File: src/rtl/booth_pkg.sv
// Shared types and helpers for the Booth multiplier datapath.
// Product width and the accumulator state encoding live here.
package booth_pkg;

  localparam int DEF_PROD_W = 8;

  typedef enum logic [1:0] {
    IDLE  = 2'd0,
    ACCUM = 2'd1,
    HOLD  = 2'd2
  } acc_state_t;

  // Replicates bit w-1 into all higher bits of a 64-bit word.
  function automatic logic [63:0] sign_extend(
    input logic [63:0] v,
    input int unsigned w
  );
    logic [63:0] r;
    r = v;
    for (int i = 0; i < 64; i++) begin
      if (i >= int'(w)) r[i] = v[w-1];
    end
    return r;
  endfunction

endpackage

File: src/rtl/booth_product_accumulator.sv
// Dot-product stage: sums N_TERMS signed products per run.
// Valid/ready on both sides, sticky signed-overflow flag.
module booth_product_accumulator
  import booth_pkg::*;
#(
  parameter int PROD_W  = DEF_PROD_W,
  parameter int ACC_W   = 16,
  parameter int N_TERMS = 4
) (
  input  logic              clk,
  input  logic              rst_n,
  input  logic              start,
  input  logic              in_valid,
  output logic              in_ready,
  input  logic [PROD_W-1:0] product,
  output logic              out_valid,
  input  logic              out_ready,
  output logic [ACC_W-1:0]  acc_out,
  output logic              overflow,
  output logic              busy
);

  localparam int CNT_W = $clog2(N_TERMS + 1);
  localparam logic [CNT_W-1:0] LAST = CNT_W'(N_TERMS - 1);

  acc_state_t       state, state_n;
  logic [ACC_W-1:0] acc_n;
  logic [CNT_W-1:0] cnt, cnt_n;
  logic             ovf_n;
  logic [ACC_W-1:0] ext;
  logic [ACC_W-1:0] sum;
  logic             sum_ovf;
  logic             accept;

  assign ext = ACC_W'(sign_extend(64'(product), PROD_W));
  assign sum = acc_out + ext;

  // Same-sign operands whose result flips sign.
  assign sum_ovf = (acc_out[ACC_W-1] == ext[ACC_W-1])
                && (sum[ACC_W-1] != acc_out[ACC_W-1]);

  assign in_ready  = (state == ACCUM);
  assign out_valid = (state == HOLD);
  assign busy      = (state != IDLE);
  assign accept    = in_valid & in_ready;

  always_comb begin
    state_n = state;
    acc_n   = acc_out;
    cnt_n   = cnt;
    ovf_n   = overflow;
    unique case (state)
      IDLE: begin
        if (start) begin
          state_n = ACCUM;
          acc_n   = '0;
          cnt_n   = '0;
          ovf_n   = 1'b0;
        end
      end
      ACCUM: begin
        if (accept) begin
          acc_n = sum;
          cnt_n = cnt + 1'b1;
          ovf_n = overflow | sum_ovf;
          if (cnt == LAST) state_n = HOLD;
        end
      end
      HOLD: begin
        if (out_ready) state_n = IDLE;
      end
      default: state_n = IDLE;
    endcase
  end

  always_ff @(posedge clk or negedge rst_n) begin
    if (!rst_n) begin
      state    <= IDLE;
      acc_out  <= '0;
      cnt      <= '0;
      overflow <= 1'b0;
    end else begin
      state    <= state_n;
      acc_out  <= acc_n;
      cnt      <= cnt_n;
      overflow <= ovf_n;
    end
  end

endmodule
File: config.mk
export PLATFORM = sky130hd
export DESIGN_NAME = booth_product_accumulator
export DESIGN_NICKNAME = d
export VERILOG_FILES = /design/src/rtl/booth_pkg.sv /design/src/rtl/booth_product_accumulator.sv
export SDC_FILE = /design/constraint.sdc
export NUM_CORES = 1
export LEC_CHECK = 0
export CAP_MARGIN = 20
export CORE_MARGIN = 3
export CORE_UTILIZATION = 40
export DETAILED_ROUTE_END_ITERATION = 12
export PLACE_DENSITY = 0.75
export SLEW_MARGIN = 5
export SYNTH_ARGS = -nofsm -noshare
export SYNTH_HDL_FRONTEND = slang
export SYNTH_SLANG_ARGS = --single-unit
File: constraint.sdc
create_clock -name clk -period 4.85 [get_ports clk]
set_input_delay 0.97 -clock clk [delete_from_list [all_inputs] [get_ports clk]]
set_output_delay 0.97 -clock clk [all_outputs]
set_load 0.05 [all_outputs]
==> results of run 1 <==
[through the flow]
stage / setup slack [ns] / area, µm² / hold slack [ns]
5_1_grt: 1.43 / 2090 / 0.543
3_5_place_dp: 1.33 / 2010 / 0.478
4_1_cts: 1.61 / 2080 / 0.499
6_report: 1.58 / 2090 / 0.487
2_1_floorplan: 2.05 / 1650 / 0.450
3_3_place_gp: 1.39 / 2010 / 0.467
[layer usage]
metal / routed length (µm) / part of all wire [%] / GRT usage, %
met5: 0 / 0 / 0
met4: 54 / 1.5 / 6.17
met1: 1850 / 50 / 22.8
met2: 1610 / 44 / 24.6
met3: 156 / 4.2 / 2.59
[critical path: stages]
cell and delay (ns):
sky130_fd_sc_hd__clkdlybuf4s50_1 0.65, sky130_fd_sc_hd__ha_1 0.53, sky130_fd_sc_hd__nand4_1 0.17, sky130_fd_sc_hd__or2_0 0.24, sky130_fd_sc_hd__a211o_1 0.26, sky130_fd_sc_hd__nand4_1 0.11
sky130_fd_sc_hd__or4b_1 0.46, sky130_fd_sc_hd__o211ai_2 0.08
[placed cells by master (no fill, tap or decap), types with 2 or more instances in the layout]
master / synthesis / final
sky130_fd_sc_hd__clkbuf_8: 0 / 3
sky130_fd_sc_hd__nand3_1: 6 / 6
sky130_fd_sc_hd__clkdlybuf4s50_1: 0 / 32
sky130_fd_sc_hd__inv_1: 7 / 7
sky130_fd_sc_hd__xor2_1: 3 / 3
sky130_fd_sc_hd__nand2_1: 23 / 23
sky130_fd_sc_hd__a21o_1: 5 / 5
sky130_fd_sc_hd__xnor2_1: 3 / 3
sky130_fd_sc_hd__a21oi_1: 13 / 13
sky130_fd_sc_hd__and2_1: 3 / 3
sky130_fd_sc_hd__and3_1: 2 / 2
sky130_fd_sc_hd__o21ai_0: 11 / 11
sky130_fd_sc_hd__ha_1: 17 / 17
sky130_fd_sc_hd__o21bai_1: 3 / 3
sky130_fd_sc_hd__nor2_1: 10 / 10
sky130_fd_sc_hd__nor2b_1: 6 / 6
sky130_fd_sc_hd__o31ai_1: 2 / 2
sky130_fd_sc_hd__nor3b_1: 3 / 3
sky130_fd_sc_hd__a211o_1: 4 / 4
sky130_fd_sc_hd__nand4_1: 7 / 7
sky130_fd_sc_hd__dfrtp_1: 22 / 22
sky130_fd_sc_hd__a22o_1: 5 / 5
sky130_fd_sc_hd__o21a_1: 2 / 2
[registers in the layout (all words and copies together), names as in the netlist]
| signal | cells |
|---|---|
| acc_out | 16 |
| cnt | 3 |
| state | 2 |
| overflow | 1 |
[synth_stat cells, types with 3 or more instances]
library cell / number
sky130_fd_sc_hd__o21ai_0: 11
sky130_fd_sc_hd__dfrtp_1: 22
sky130_fd_sc_hd__a211o_1: 4
sky130_fd_sc_hd__o21bai_1: 3
sky130_fd_sc_hd__xor2_1: 3
sky130_fd_sc_hd__nand3_1: 6
sky130_fd_sc_hd__nand2_1: 23
sky130_fd_sc_hd__inv_1: 7
sky130_fd_sc_hd__a21o_1: 5
sky130_fd_sc_hd__ha_1: 17
sky130_fd_sc_hd__clkbuf_1: 3
sky130_fd_sc_hd__nor3b_1: 3
sky130_fd_sc_hd__nor2b_1: 6
sky130_fd_sc_hd__nand4_1: 7
sky130_fd_sc_hd__a21oi_1: 13
sky130_fd_sc_hd__and2_1: 3
sky130_fd_sc_hd__xnor2_1: 3
sky130_fd_sc_hd__nor2_1: 10
sky130_fd_sc_hd__a22o_1: 5
[report_power, final]
part,switching [W],total (W),internal (W)
clock network,0.0000667,0.000177,0.000110
registers,0.0000663,0.000334,0.000267
logic,0.000640,0.00103,0.000394
total,0.000773,0.00154,0.000772
[worst paths after layout]
check | cells past startpoint | from | to | slack, ns
setup reg to reg | 8 | acc_out[0] | acc_out[14] | 2.37
hold / removal | 2 | cnt[2] | cnt[2] | 0.49
max in group asynchronous | 2 | rst_n | acc_out[9] | 3.41
hold reg to reg | 2 | cnt[2] | cnt[2] | 0.49
setup / recovery | 8 | product[7] | acc_out[15] | 1.58
min in group asynchronous | 1 | rst_n | acc_out[11] | 1.00
[cell type report]
class | instances | area, µm²
Timing Repair Buffer | 34 | 343
Sequential cell | 22 | 551
Multi-Input combinational cell | 150 | 1040
Inverter | 7 | 26.3
Fill cell | 365 | 1730
Tap cell | 48 | 60.1
Clock buffer | 3 | 41.3
Clock inverter | 1 | 30.0
[cells by family after synthesis]
family,after synthesis,synth area share (%)
compound gates,57,24.3
xor+xnor,6,3.19
fa+ha+maj,18,14.1
buf+inv,13,3.34
flops,22,33.4
mux,1,0.608
simple gates,68,21.0
==> impl_metrics.prom, run 1 <==
# TYPE chip_impl_metric gauge
chip_impl_info{name="status",value="finished clean"} 1
chip_impl_metric{name="initial_util",unit="%"} 43.0
chip_impl_metric{name="vias_per_cell",unit=""} 5.58
chip_impl_metric{name="clkTransAtPathRegs",unit="ns"} 0.09
chip_impl_info{name="cts_tree",value="built"} 1
chip_impl_info{name="classification_of_the_worst_setup_path",value="input pin to register"} 1
chip_impl_metric{name="cap_viol_max_count",unit=""} 0
chip_impl_metric{name="layout-drive-gt1-share",unit="%"} 4.15
chip_impl_info{name="worst_setup_path_end_kind",value="register"} 1
chip_impl_metric{name="maxSlewHeadroom",unit="%"} 62.0
chip_impl_metric{name="insertion_delay",unit="ns"} 0.27
chip_impl_metric{name="global_route.overflow_total",unit=""} 0
chip_impl_info{name="synth.top_cells.by_area",value="sky130_fd_sc_hd__dfrtp_1 (33%), sky130_fd_sc_hd__ha_1 (13%), sky130_fd_sc_hd__nand2_1 (5.2%)"} 1
chip_impl_metric{name="fin_worst_skew",unit="ns"} 0.00274
chip_impl_metric{name="worstPathRequired",unit="ns"} 5.05
chip_impl_metric{name="synth.net_count",unit=""} 216
chip_impl_metric{name="timing.setup.tns",unit="ns"} 0
chip_impl_metric{name="drt_pre_antenna_iters",unit=""} 4
chip_impl_metric{name="synth_warnings",unit=""} 0
chip_impl_metric{name="cts_hold_repair.buffers",unit=""} 0
chip_impl_metric{name="syn_area",unit="mm²"} 0.00165
chip_impl_metric{name="peakVddDrop",unit="mV"} 0.337
chip_impl_metric{name="clock-sinks",unit=""} 22
chip_impl_metric{name="rows",unit=""} 22
chip_impl_metric{name="dp.cells",unit=""} 260
chip_impl_metric{name="floorplan.die.height",unit="µm"} 70.2
chip_impl_metric{name="via_count",unit=""} 1479
chip_impl_metric{name="route.detailed.drc",unit=""} 0
chip_impl_metric{name="total_count_of_max_transition_violations_in_the_final_report",unit=""} 0
chip_impl_metric{name="instances_no_fill",unit=""} 265
chip_impl_metric{name="synth_area_per_cell",unit="µm²"} 8.90
chip_impl_metric{name="final_period_minus_worst_setup_slack",unit="ns"} 3.27
chip_impl_metric{name="max_freq",unit="MHz"} 306
chip_impl_metric{name="antenna_found_initial",unit=""} 0
chip_impl_info{name="synthFlopType",value="sky130_fd_sc_hd__dfrtp_1"} 1
chip_impl_metric{name="worst-endpoint-arrival",unit="ns"} 3.47
chip_impl_metric{name="worst_pin_slew",unit="ns"} 0.570
chip_impl_metric{name="fp.coreArea",unit="mm²"} 0.00383
chip_impl_metric{name="final_total_power",unit="W"} 0.00154
chip_impl_metric{name="area_growth_syn_to_layout",unit="%"} 27.1
chip_impl_metric{name="critPathMaxFanout",unit=""} 11
chip_impl_metric{name="portBuffers",unit=""} 32
chip_impl_metric{name="design.portCount",unit=""} 33
chip_impl_metric{name="grt_start_max_net_pins",unit=""} 23
chip_impl_metric{name="num-nets-final",unit=""} 249
chip_impl_metric{name="first_global_vias",unit=""} 1454
chip_impl_metric{name="insertedDiodeCount",unit=""} 0
chip_impl_metric{name="clock_tree.htree_level_count",unit=""} 1
chip_impl_metric{name="grt_usage",unit="%"} 16.1
chip_impl_metric{name="sum_of_net_half_perimeters_after_detailed_placement",unit="µm"} 2690
chip_impl_metric{name="report.final.setup_viol",unit=""} 0
chip_impl_metric{name="grt_pass1_wl",unit="µm"} 6580
chip_impl_metric{name="leakagePower",unit="nW"} 0.952
chip_impl_metric{name="die_area",unit="mm²"} 0.00492
chip_impl_metric{name="synth_register_bits",unit=""} 22
chip_impl_metric{name="cellPowerDensity",unit="mW/mm²"} 739
chip_impl_info{name="setup.worst_path.start_class",value="input pin"} 1
chip_impl_metric{name="finalWirelength",unit="µm"} 3670
chip_impl_metric{name="post_synth_inst_count",unit=""} 185
chip_impl_info{name="grt_setup_unrepaired",value="no"} 1
chip_impl_info{name="cts_root_buffer",value="sky130_fd_sc_hd__clkbuf_8"} 1
chip_impl_metric{name="post-route-util",unit="%"} 54.7
chip_impl_metric{name="drt_iter0_drc",unit=""} 64
chip_impl_metric{name="final_antenna_net_count",unit=""} 0
chip_impl_metric{name="detail_route.wl_per_cell",unit="µm"} 13.9
chip_impl_metric{name="synthDistinctLibCells",unit=""} 46
chip_impl_metric{name="globalplace.congestion",unit=""} 0.788
chip_impl_metric{name="chipWidth",unit="µm"} 70.2
chip_impl_metric{name="post-route-period-util",unit="%"} 67.3
chip_impl_metric{name="yosysTopAreaCellShare",unit="%"} 33.4
chip_impl_metric{name="number_of_buffers_between_clock_root_and_the_deepest_sink",unit=""} 2
chip_impl_info{name="min-delay-path-class",value="register to register"} 1
chip_impl_metric{name="ctsResizeCount",unit=""} 0
chip_impl_metric{name="ffs_w_async_s_r_synth",unit="%"} 100
chip_impl_metric{name="cts_made_buffers",unit=""} 3
chip_impl_metric{name="synth_edf_count",unit=""} 0
chip_impl_info{name="yosys.area.top_type",value="sky130_fd_sc_hd__dfrtp_1"} 1
chip_impl_metric{name="post-cts-setup-buffers",unit=""} 0
chip_impl_metric{name="final_hold_viol_count",unit=""} 0
chip_impl_metric{name="yosysSeqAreaShare",unit="%"} 33.4
Power figures use the tool's default switching activity.
==> run 2, diff against run 1 <==
--- a/config.mk
+++ b/config.mk
@@ -9,7 +9,7 @@
 export CORE_MARGIN = 3
 export CORE_UTILIZATION = 40
 export DETAILED_ROUTE_END_ITERATION = 12
-export PLACE_DENSITY = 0.75
+export PLACE_DENSITY = 0.77
 export SLEW_MARGIN = 5
 export SYNTH_ARGS = -nofsm -noshare
 export SYNTH_HDL_FRONTEND = slang
==> constraint.sdc (replaced) <==
create_clock -name clk -period 2.7 [get_ports clk]
set_input_delay 0.54 -clock clk [delete_from_list [all_inputs] [get_ports clk]]
set_output_delay 0.54 -clock clk [all_outputs]
set_load 0.05 [all_outputs]
==> impl_metrics.prom, run 2 (synthesis results as in run 1) <==
# TYPE chip_impl_metric gauge
chip_impl_info{name="worst_path_max_delay_cell",value="sky130_fd_sc_hd__clkdlybuf4s50_1"} 1
chip_impl_metric{name="final_cell_area",unit="mm²"} 0.00227
chip_impl_metric{name="critPathMaxFanout",unit=""} 4
chip_impl_metric{name="cellPowerDensity",unit="mW/mm²"} 1330
chip_impl_metric{name="initial_util",unit="%"} 43.0
chip_impl_metric{name="die_area",unit="mm²"} 0.00492
chip_impl_metric{name="globalplace.congestion",unit=""} 0.869
chip_impl_metric{name="area_growth_syn_to_layout",unit="%"} 37.8
chip_impl_metric{name="setup_slack_after_layout",unit="ns"} 0.148
chip_impl_info{name="min-delay-start",value="cnt[0]"} 1
chip_impl_metric{name="detail_route.wl_per_cell",unit="µm"} 14.6
chip_impl_info{name="cells_along_the_critical_path",value="clkdlybuf4s50_1 > ha_1 > fa_1 > a21o_1 > a21oi_1 > o21ai_1 > a211oi_2 > buf_4 > nor4_1 > a211o_1"} 1
chip_impl_metric{name="critical_path.max_stage_delay",unit="ns"} 0.40
chip_impl_metric{name="maxSlewHeadroom",unit="%"} 65.9
chip_impl_info{name="max_flop_register",value="acc_out"} 1
chip_impl_metric{name="switching_share",unit="%"} 48.6
chip_impl_metric{name="grt_pass1_wl",unit="µm"} 7560
chip_impl_info{name="classification_of_the_worst_setup_path",value="input pin to register"} 1
chip_impl_metric{name="insertion_delay",unit="ns"} 0.27
chip_impl_metric{name="final_total_power",unit="W"} 0.00302
chip_impl_metric{name="insertedDiodeCount",unit=""} 0
chip_impl_metric{name="floorplan.die.height",unit="µm"} 70.2
chip_impl_metric{name="chipWidth",unit="µm"} 70.2
chip_impl_metric{name="clkTransAtPathRegs",unit="ns"} 0.09
chip_impl_metric{name="grt_start_max_net_pins",unit=""} 23
chip_impl_metric{name="post-route-period-util",unit="%"} 94.5
chip_impl_metric{name="cts_hold_repair.buffers",unit=""} 0
chip_impl_metric{name="design.portCount",unit=""} 33
chip_impl_metric{name="final_antenna_net_count",unit=""} 0
chip_impl_metric{name="sum_of_net_half_perimeters_after_detailed_placement",unit="µm"} 3140
chip_impl_metric{name="post-cts-setup-buffers",unit=""} 0
chip_impl_metric{name="vias_per_cell",unit=""} 5.50
chip_impl_info{name="most-common-layout-cells",value="sky130_fd_sc_hd__clkdlybuf4s50_1 (32), sky130_fd_sc_hd__buf_4 (26), sky130_fd_sc_hd__nand2_1 (23), sky130_fd_sc_hd__dfrtp_1 (22), sky130_fd_sc_hd__ha_1 (17)"} 1
chip_impl_metric{name="leakagePower",unit="nW"} 1.06
chip_impl_metric{name="timing.hold.worst_path_depth",unit=""} 1
chip_impl_info{name="most_common_library_cell_in_the_layout_ignoring_fill_and_taps",value="sky130_fd_sc_hd__clkdlybuf4s50_1"} 1
chip_impl_metric{name="grt_usage",unit="%"} 18.7
chip_impl_info{name="status",value="finished clean"} 1
chip_impl_metric{name="final_period_minus_worst_setup_slack",unit="ns"} 2.55
chip_impl_metric{name="worst_pin_slew",unit="ns"} 0.510
chip_impl_metric{name="num-nets-final",unit=""} 273
chip_impl_metric{name="drt_iter0_drc",unit=""} 75
chip_impl_metric{name="cap_viol_max_count",unit=""} 0
chip_impl_metric{name="antenna_found_initial",unit=""} 0
chip_impl_metric{name="dp.cells",unit=""} 285
chip_impl_metric{name="r2r.worst_path.cells",unit=""} 9
chip_impl_info{name="hold-path-endpoint",value="cnt[0]"} 1
chip_impl_metric{name="power.combinational.fraction",unit="%"} 69.4
chip_impl_metric{name="placed_cell_area",unit="mm²"} 0.00219
chip_impl_metric{name="portBuffers",unit=""} 32
chip_impl_info{name="cts_root_buffer",value="sky130_fd_sc_hd__clkbuf_8"} 1
chip_impl_metric{name="first_global_vias",unit=""} 1689
chip_impl_metric{name="report.final.setup_viol",unit=""} 0
chip_impl_info{name="grt_setup_unrepaired",value="no"} 1
chip_impl_metric{name="internal-power",unit="W"} 0.00155
chip_impl_metric{name="largest_register_ffs",unit=""} 16
chip_impl_metric{name="power.switching",unit="W"} 0.00147
chip_impl_metric{name="cts_made_buffers",unit=""} 3
chip_impl_metric{name="dpl_worst_slack",unit="ns"} -0.151
chip_impl_info{name="min-delay-path-class",value="register to register"} 1
chip_impl_metric{name="fp.coreArea",unit="mm²"} 0.00383
chip_impl_info{name="critPathTopFamily",value="compound AO/OA/AOI/OAI gates"} 1
chip_impl_metric{name="rows",unit=""} 22
chip_impl_info{name="cts_tree",value="built"} 1
chip_impl_metric{name="via_count",unit=""} 1590
chip_impl_metric{name="instances_no_fill",unit=""} 289
chip_impl_metric{name="layout-drive-gt1-share",unit="%"} 14.1
chip_impl_metric{name="seq_power_share",unit="%"} 20.0
chip_impl_metric{name="worst-endpoint-arrival",unit="ns"} 2.72
chip_impl_info{name="worst_r2r_startpoint",value="acc_out[0]"} 1
chip_impl_metric{name="timing.critical_path.buf_inv",unit=""} 2
chip_impl_info{name="reg.largest.list",value="acc_out x16, cnt x3, state x2"} 1
chip_impl_metric{name="global_route.overflow_total",unit=""} 0
chip_impl_metric{name="clock_tree.htree_level_count",unit=""} 1
chip_impl_metric{name="number_of_buffers_between_clock_root_and_the_deepest_sink",unit=""} 2
chip_impl_metric{name="final_hold_viol_count",unit=""} 0
chip_impl_metric{name="ff2ff_setup_slack",unit="ns"} 0.42
chip_impl_metric{name="finalWirelength",unit="µm"} 4210
chip_impl_metric{name="power_frac_clock",unit="%"} 10.6
chip_impl_metric{name="drt_pre_antenna_iters",unit=""} 4
chip_impl_metric{name="clock-sinks",unit=""} 22
chip_impl_info{name="setup.worst_path.start_class",value="input pin"} 1
chip_impl_metric{name="peakVddDrop",unit="mV"} 0.660
chip_impl_metric{name="fin_worst_skew",unit="ns"} 0.00347
chip_impl_metric{name="worstPathRequired",unit="ns"} 2.87
chip_impl_metric{name="route.detailed.drc",unit=""} 0
chip_impl_info{name="worst_setup_path_end_kind",value="register"} 1
chip_impl_metric{name="total_count_of_max_transition_violations_in_the_final_report",unit=""} 0
chip_impl_info{name="r2r_end",value="acc_out[14]"} 1
chip_impl_metric{name="max_freq",unit="MHz"} 392
-- run 2: cell type report --
type | count | area (µm²)
clock buffers | 3 | 41.3
inverters | 7 | 26.3
fillers | 360 | 1560
clock inverters | 1 | 30.0
well taps | 48 | 60.1
flip-flops and latches | 22 | 551
multi-input cells | 150 | 1040
repair buffers | 58 | 515
-- run 2: power by group through the flow --
stage / clock [W] / combinational [W] / sequential, W
after floorplan: 0 / 0.000977 / 0.000994
after global placement: 0 / 0.00203 / 0.000608
after detailed placement: 0 / 0.00208 / 0.000611
after CTS: 0.000328 / 0.00210 / 0.000606
after global routing: 0.000342 / 0.00230 / 0.000633
final: 0.000321 / 0.00210 / 0.000606
-- run 2: through the flow --
stage                     TNS, ns  hold slack, ns  util [%]
after floorplan                 0           0.244         -
after global placement     -0.194           0.472      57.3
after detailed placement   -0.697           0.487      57.3
after CTS                       0           0.505      59.2
after global routing            0           0.547      59.3
final                           0           0.499      59.3
-- run 2: worst max-delay path by stage --
stage                     depth (start not counted)           to  startpoint  slack (ns)
after floorplan                                   8  acc_out[14]  acc_out[0]        0.23
after global placement                            9  acc_out[15]  product[7]       -0.08
after detailed placement                         10  acc_out[14]  product[0]       -0.15
after CTS                                        10  acc_out[14]  product[0]        0.11
after global routing                             11  acc_out[12]  product[0]        0.01
final                                            10  acc_out[14]  product[0]        0.15
-- run 2: what timing repair did --
action                     4_1_cts  5_1_grt
setup endpoints to repair        0        4
resized for setup                0        3
hold endpoints to repair         0        0
-- run 2: layer usage --
metal / up-vias / track usage [%] / routed length (µm)
met2: 40 / 32.6 / 1990
met4: 0 / 4.47 / 63
met5: - / 0 / 0
met1: 749 / 23.2 / 1980
li1: 793 / - / -
met3: 8 / 4.32 / 180
==> run 3, diff against run 2 <==
--- a/config.mk
+++ b/config.mk
@@ -5,11 +5,14 @@
 export SDC_FILE = /design/constraint.sdc
 export NUM_CORES = 1
 export LEC_CHECK = 0
+export ABC_AREA = 1
 export CAP_MARGIN = 20
+export CELL_PAD_IN_SITES_DETAIL_PLACEMENT = 1
+export CELL_PAD_IN_SITES_GLOBAL_PLACEMENT = 2
 export CORE_MARGIN = 3
-export CORE_UTILIZATION = 40
+export CORE_UTILIZATION = 26
 export DETAILED_ROUTE_END_ITERATION = 12
-export PLACE_DENSITY = 0.77
+export PLACE_DENSITY = 0.86
 export SLEW_MARGIN = 5
 export SYNTH_ARGS = -nofsm -noshare
 export SYNTH_HDL_FRONTEND = slang
==> impl_metrics.prom, run 3 <==
# TYPE chip_impl_metric gauge
chip_impl_info{name="most-common-layout-cells",value="sky130_fd_sc_hd__nand2_1 (82), sky130_fd_sc_hd__clkdlybuf4s50_1 (32), sky130_fd_sc_hd__inv_1 (26), sky130_fd_sc_hd__dfrtp_1 (22)"} 1
chip_impl_info{name="yosys.area.top_type",value="sky130_fd_sc_hd__dfrtp_1"} 1
chip_impl_metric{name="synth_edf_count",unit=""} 0
chip_impl_info{name="reg.largest.list",value="acc_out x16, cnt x3, state x2"} 1
chip_impl_metric{name="route.detailed.drc",unit=""} 0
chip_impl_info{name="status",value="finished clean"} 1
chip_impl_metric{name="leakagePower",unit="nW"} 1.14
chip_impl_metric{name="ffs_w_async_s_r_synth",unit="%"} 100
chip_impl_metric{name="area.sequential",unit="µm²"} 551
chip_impl_metric{name="synth_register_bits",unit=""} 22
chip_impl_metric{name="number_of_buffers_between_clock_root_and_the_deepest_sink",unit=""} 2
chip_impl_metric{name="final_hold_viol_count",unit=""} 0
chip_impl_metric{name="rows",unit=""} 28
chip_impl_metric{name="post-route-period-util",unit="%"} 86.1
chip_impl_metric{name="clkTransAtPathRegs",unit="ns"} 0.10
chip_impl_metric{name="fp.coreArea",unit="mm²"} 0.00610
chip_impl_metric{name="drt_pre_antenna_iters",unit=""} 4
chip_impl_metric{name="via_count",unit=""} 1632
chip_impl_metric{name="worst_pin_slew",unit="ns"} 0.876
chip_impl_metric{name="critPathMaxFanout",unit=""} 10
chip_impl_metric{name="cellPowerDensity",unit="mW/mm²"} 1360
chip_impl_metric{name="globalplace.congestion",unit=""} 0.846
chip_impl_metric{name="antenna_found_initial",unit=""} 0
chip_impl_metric{name="cts_made_buffers",unit=""} 3
chip_impl_metric{name="area_growth_syn_to_layout",unit="%"} 28.6
chip_impl_metric{name="num-nets-final",unit=""} 305
chip_impl_metric{name="worstPathRequired",unit="ns"} 2.87
chip_impl_metric{name="final_period_minus_worst_setup_slack",unit="ns"} 2.32
chip_impl_metric{name="detail_route.wl_per_cell",unit="µm"} 13.6
chip_impl_metric{name="insertion_delay",unit="ns"} 0.28
chip_impl_metric{name="drt_iter0_drc",unit=""} 74
chip_impl_metric{name="fin_worst_skew",unit="ns"} 0.00436
chip_impl_info{name="grt_most_used_layer",value="met2"} 1
chip_impl_metric{name="die_area",unit="mm²"} 0.00752
chip_impl_metric{name="synth_area_per_cell",unit="µm²"} 7.14
chip_impl_metric{name="finalWirelength",unit="µm"} 4740
chip_impl_metric{name="grt_start_max_net_pins",unit=""} 23
chip_impl_info{name="min-delay-path-class",value="register to register"} 1
chip_impl_metric{name="grt_usage",unit="%"} 14.0
chip_impl_metric{name="first_global_vias",unit=""} 1748
chip_impl_metric{name="grtUsageMet2",unit="%"} 22.7
chip_impl_metric{name="synthDistinctLibCells",unit=""} 27
chip_impl_metric{name="design.portCount",unit=""} 33
chip_impl_metric{name="cap_viol_max_count",unit=""} 0
chip_impl_metric{name="peakVddDrop",unit="mV"} 0.595
chip_impl_info{name="cts_tree",value="built"} 1
chip_impl_metric{name="ctsResizeCount",unit=""} 0
chip_impl_info{name="most_common_library_cell_in_the_layout_ignoring_fill_and_taps",value="sky130_fd_sc_hd__nand2_1"} 1
chip_impl_metric{name="initial_util",unit="%"} 27.8
chip_impl_metric{name="insertedDiodeCount",unit=""} 0
chip_impl_metric{name="floorplan.die.height",unit="µm"} 86.7
chip_impl_metric{name="clock-sinks",unit=""} 22
chip_impl_metric{name="report.final.setup_viol",unit=""} 0
chip_impl_metric{name="post_synth_inst_count",unit=""} 237
chip_impl_info{name="synth_most_common_cell",value="sky130_fd_sc_hd__nand2_1"} 1
chip_impl_metric{name="footprint_of_the_multi_input_gates",unit="mm²"} 0.00101
chip_impl_info{name="grt_setup_unrepaired",value="no"} 1
chip_impl_info{name="classification_of_the_worst_setup_path",value="input pin to register"} 1
chip_impl_info{name="worst_setup_path_end_kind",value="register"} 1
chip_impl_metric{name="largest_register_ffs",unit=""} 16
chip_impl_metric{name="synth_warnings",unit=""} 0
chip_impl_info{name="cells_along_the_critical_path",value="clkdlybuf4s50_1 > ha_1 > nand2_1 > inv_2 > nand2_1 > nor3_2 > nand2_1 > nand2_1 > nand2_1 > nand3_1 > a21oi_2"} 1
chip_impl_metric{name="use_met1",unit="%"} 19.6
chip_impl_metric{name="cts_hold_repair.buffers",unit=""} 0
chip_impl_metric{name="clock_tree.htree_level_count",unit=""} 1
chip_impl_metric{name="grt_pass1_wl",unit="µm"} 8440
chip_impl_metric{name="post-cts-setup-buffers",unit=""} 0
chip_impl_metric{name="syn_area",unit="mm²"} 0.00169
chip_impl_metric{name="synth.net_count",unit=""} 268
chip_impl_info{name="cts_root_buffer",value="sky130_fd_sc_hd__clkbuf_8"} 1
chip_impl_metric{name="num-fill-cells",unit=""} 793
chip_impl_metric{name="global_route.overflow_total",unit=""} 0
chip_impl_metric{name="sum_of_net_half_perimeters_after_detailed_placement",unit="µm"} 3710
chip_impl_metric{name="worst-endpoint-arrival",unit="ns"} 2.50
chip_impl_metric{name="layout-drive-gt1-share",unit="%"} 8.06
chip_impl_metric{name="total_count_of_max_transition_violations_in_the_final_report",unit=""} 0
chip_impl_info{name="max_flop_register",value="acc_out"} 1
chip_impl_info{name="worst_path_max_delay_cell",value="sky130_fd_sc_hd__clkdlybuf4s50_1"} 1
chip_impl_info{name="synthFlopType",value="sky130_fd_sc_hd__dfrtp_1"} 1
chip_impl_metric{name="vias_per_cell",unit=""} 4.69
chip_impl_metric{name="critical_path.max_stage_delay",unit="ns"} 0.64
chip_impl_metric{name="chipWidth",unit="µm"} 86.7
chip_impl_info{name="synth.cells.most_frequent",value="sky130_fd_sc_hd__nand2_1 (82), sky130_fd_sc_hd__inv_1 (26), sky130_fd_sc_hd__dfrtp_1 (22)"} 1
chip_impl_metric{name="yosysSeqAreaShare",unit="%"} 32.5
chip_impl_metric{name="maxSlewHeadroom",unit="%"} 41.4
chip_impl_metric{name="max_freq",unit="MHz"} 430
chip_impl_metric{name="final_total_power",unit="W"} 0.00295
chip_impl_info{name="synth.top_cells.by_area",value="sky130_fd_sc_hd__dfrtp_1 (33%), sky130_fd_sc_hd__nand2_1 (18%), sky130_fd_sc_hd__ha_1 (13%)"} 1
chip_impl_metric{name="yosysTopAreaCellShare",unit="%"} 32.5
chip_impl_metric{name="timing.setup.tns",unit="ns"} 0
chip_impl_metric{name="portBuffers",unit=""} 32
chip_impl_metric{name="final_antenna_net_count",unit=""} 0
chip_impl_info{name="path_common_cell",value="sky130_fd_sc_hd__nand2_1"} 1
chip_impl_metric{name="global_route.usage.met3",unit="%"} 2.66
chip_impl_info{name="setup.worst_path.start_class",value="input pin"} 1
## run 3: kinds of logic after synthesis
| family | Yosys count | synth area share [%] |
|---|---|---|
| buf+inv | 32 | 7.83 |
| compound gates | 41 | 14.9 |
| xor+xnor | 1 | 0.517 |
| flops | 22 | 32.5 |
| fa+ha+maj | 18 | 13.7 |
| simple gates | 123 | 30.5 |
## run 3: worst paths after layout
path / startpoint / end / slack, ns / depth (start not counted)
min in group asynchronous: rst_n / acc_out[6] / 0.61 / 2
setup / recovery: product[7] / overflow / 0.38 / 11
hold reg to reg: cnt[1] / cnt[1] / 0.52 / 1
max in group asynchronous: rst_n / overflow / 1.84 / 2
setup reg to reg: acc_out[0] / acc_out[14] / 0.80 / 10
hold / removal: cnt[1] / cnt[1] / 0.52 / 1
## run 3: critical path: cells and delay by family
| kind | cells | cell delay [ns] |
|---|---|---|
| buffers and inverters | 2 | 0.71 |
| and+or+nand+nor | 7 | 0.66 |
| adders and majority gates | 1 | 0.53 |
| AOI/OAI and AO/OA | 1 | 0.06 |
## run 3: area by class of cell
| class | instances | share of cell area [%] |
|---|---|---|
| Clock inverter | 1 | 1.38 |
| Tap cell | 75 | 4.31 |
| Multi-Input combinational cell | 183 | 46.4 |
| Inverter | 29 | 5.00 |
| Sequential cell | 22 | 25.3 |
| Clock buffer | 3 | 1.90 |
| Timing Repair Buffer | 35 | 15.7 |
## run 3: routing by layer
metal | wire, µm | part of all wire, %
met4 | 30 | 0.63
met2 | 2200 | 47
met3 | 172 | 3.6
met1 | 2330 | 49
met5 | 0 | 0
## run 3: stage by stage
step	hold slack, ns	instances	utilization, %	setup WS [ns]	area, µm²
floorplan	0.244	237	-	0.754	1690
global placement	0.487	344	34.5	0.144	2110
detailed placement	0.486	344	34.5	0.0559	2110
CTS	0.518	348	35.7	0.342	2180
global route	0.550	348	35.7	0.185	2180
finish	0.520	348	35.7	0.376	2180
## run 3: report_power, final
group	switching [W]	internal (W)	total [W]	leakage (nW)
Clock	0.000132	0.000199	0.000330	0.0357
Combinational	0.00132	0.000686	0.00201	0.828
Sequential	0.000131	0.000482	0.000613	0.274
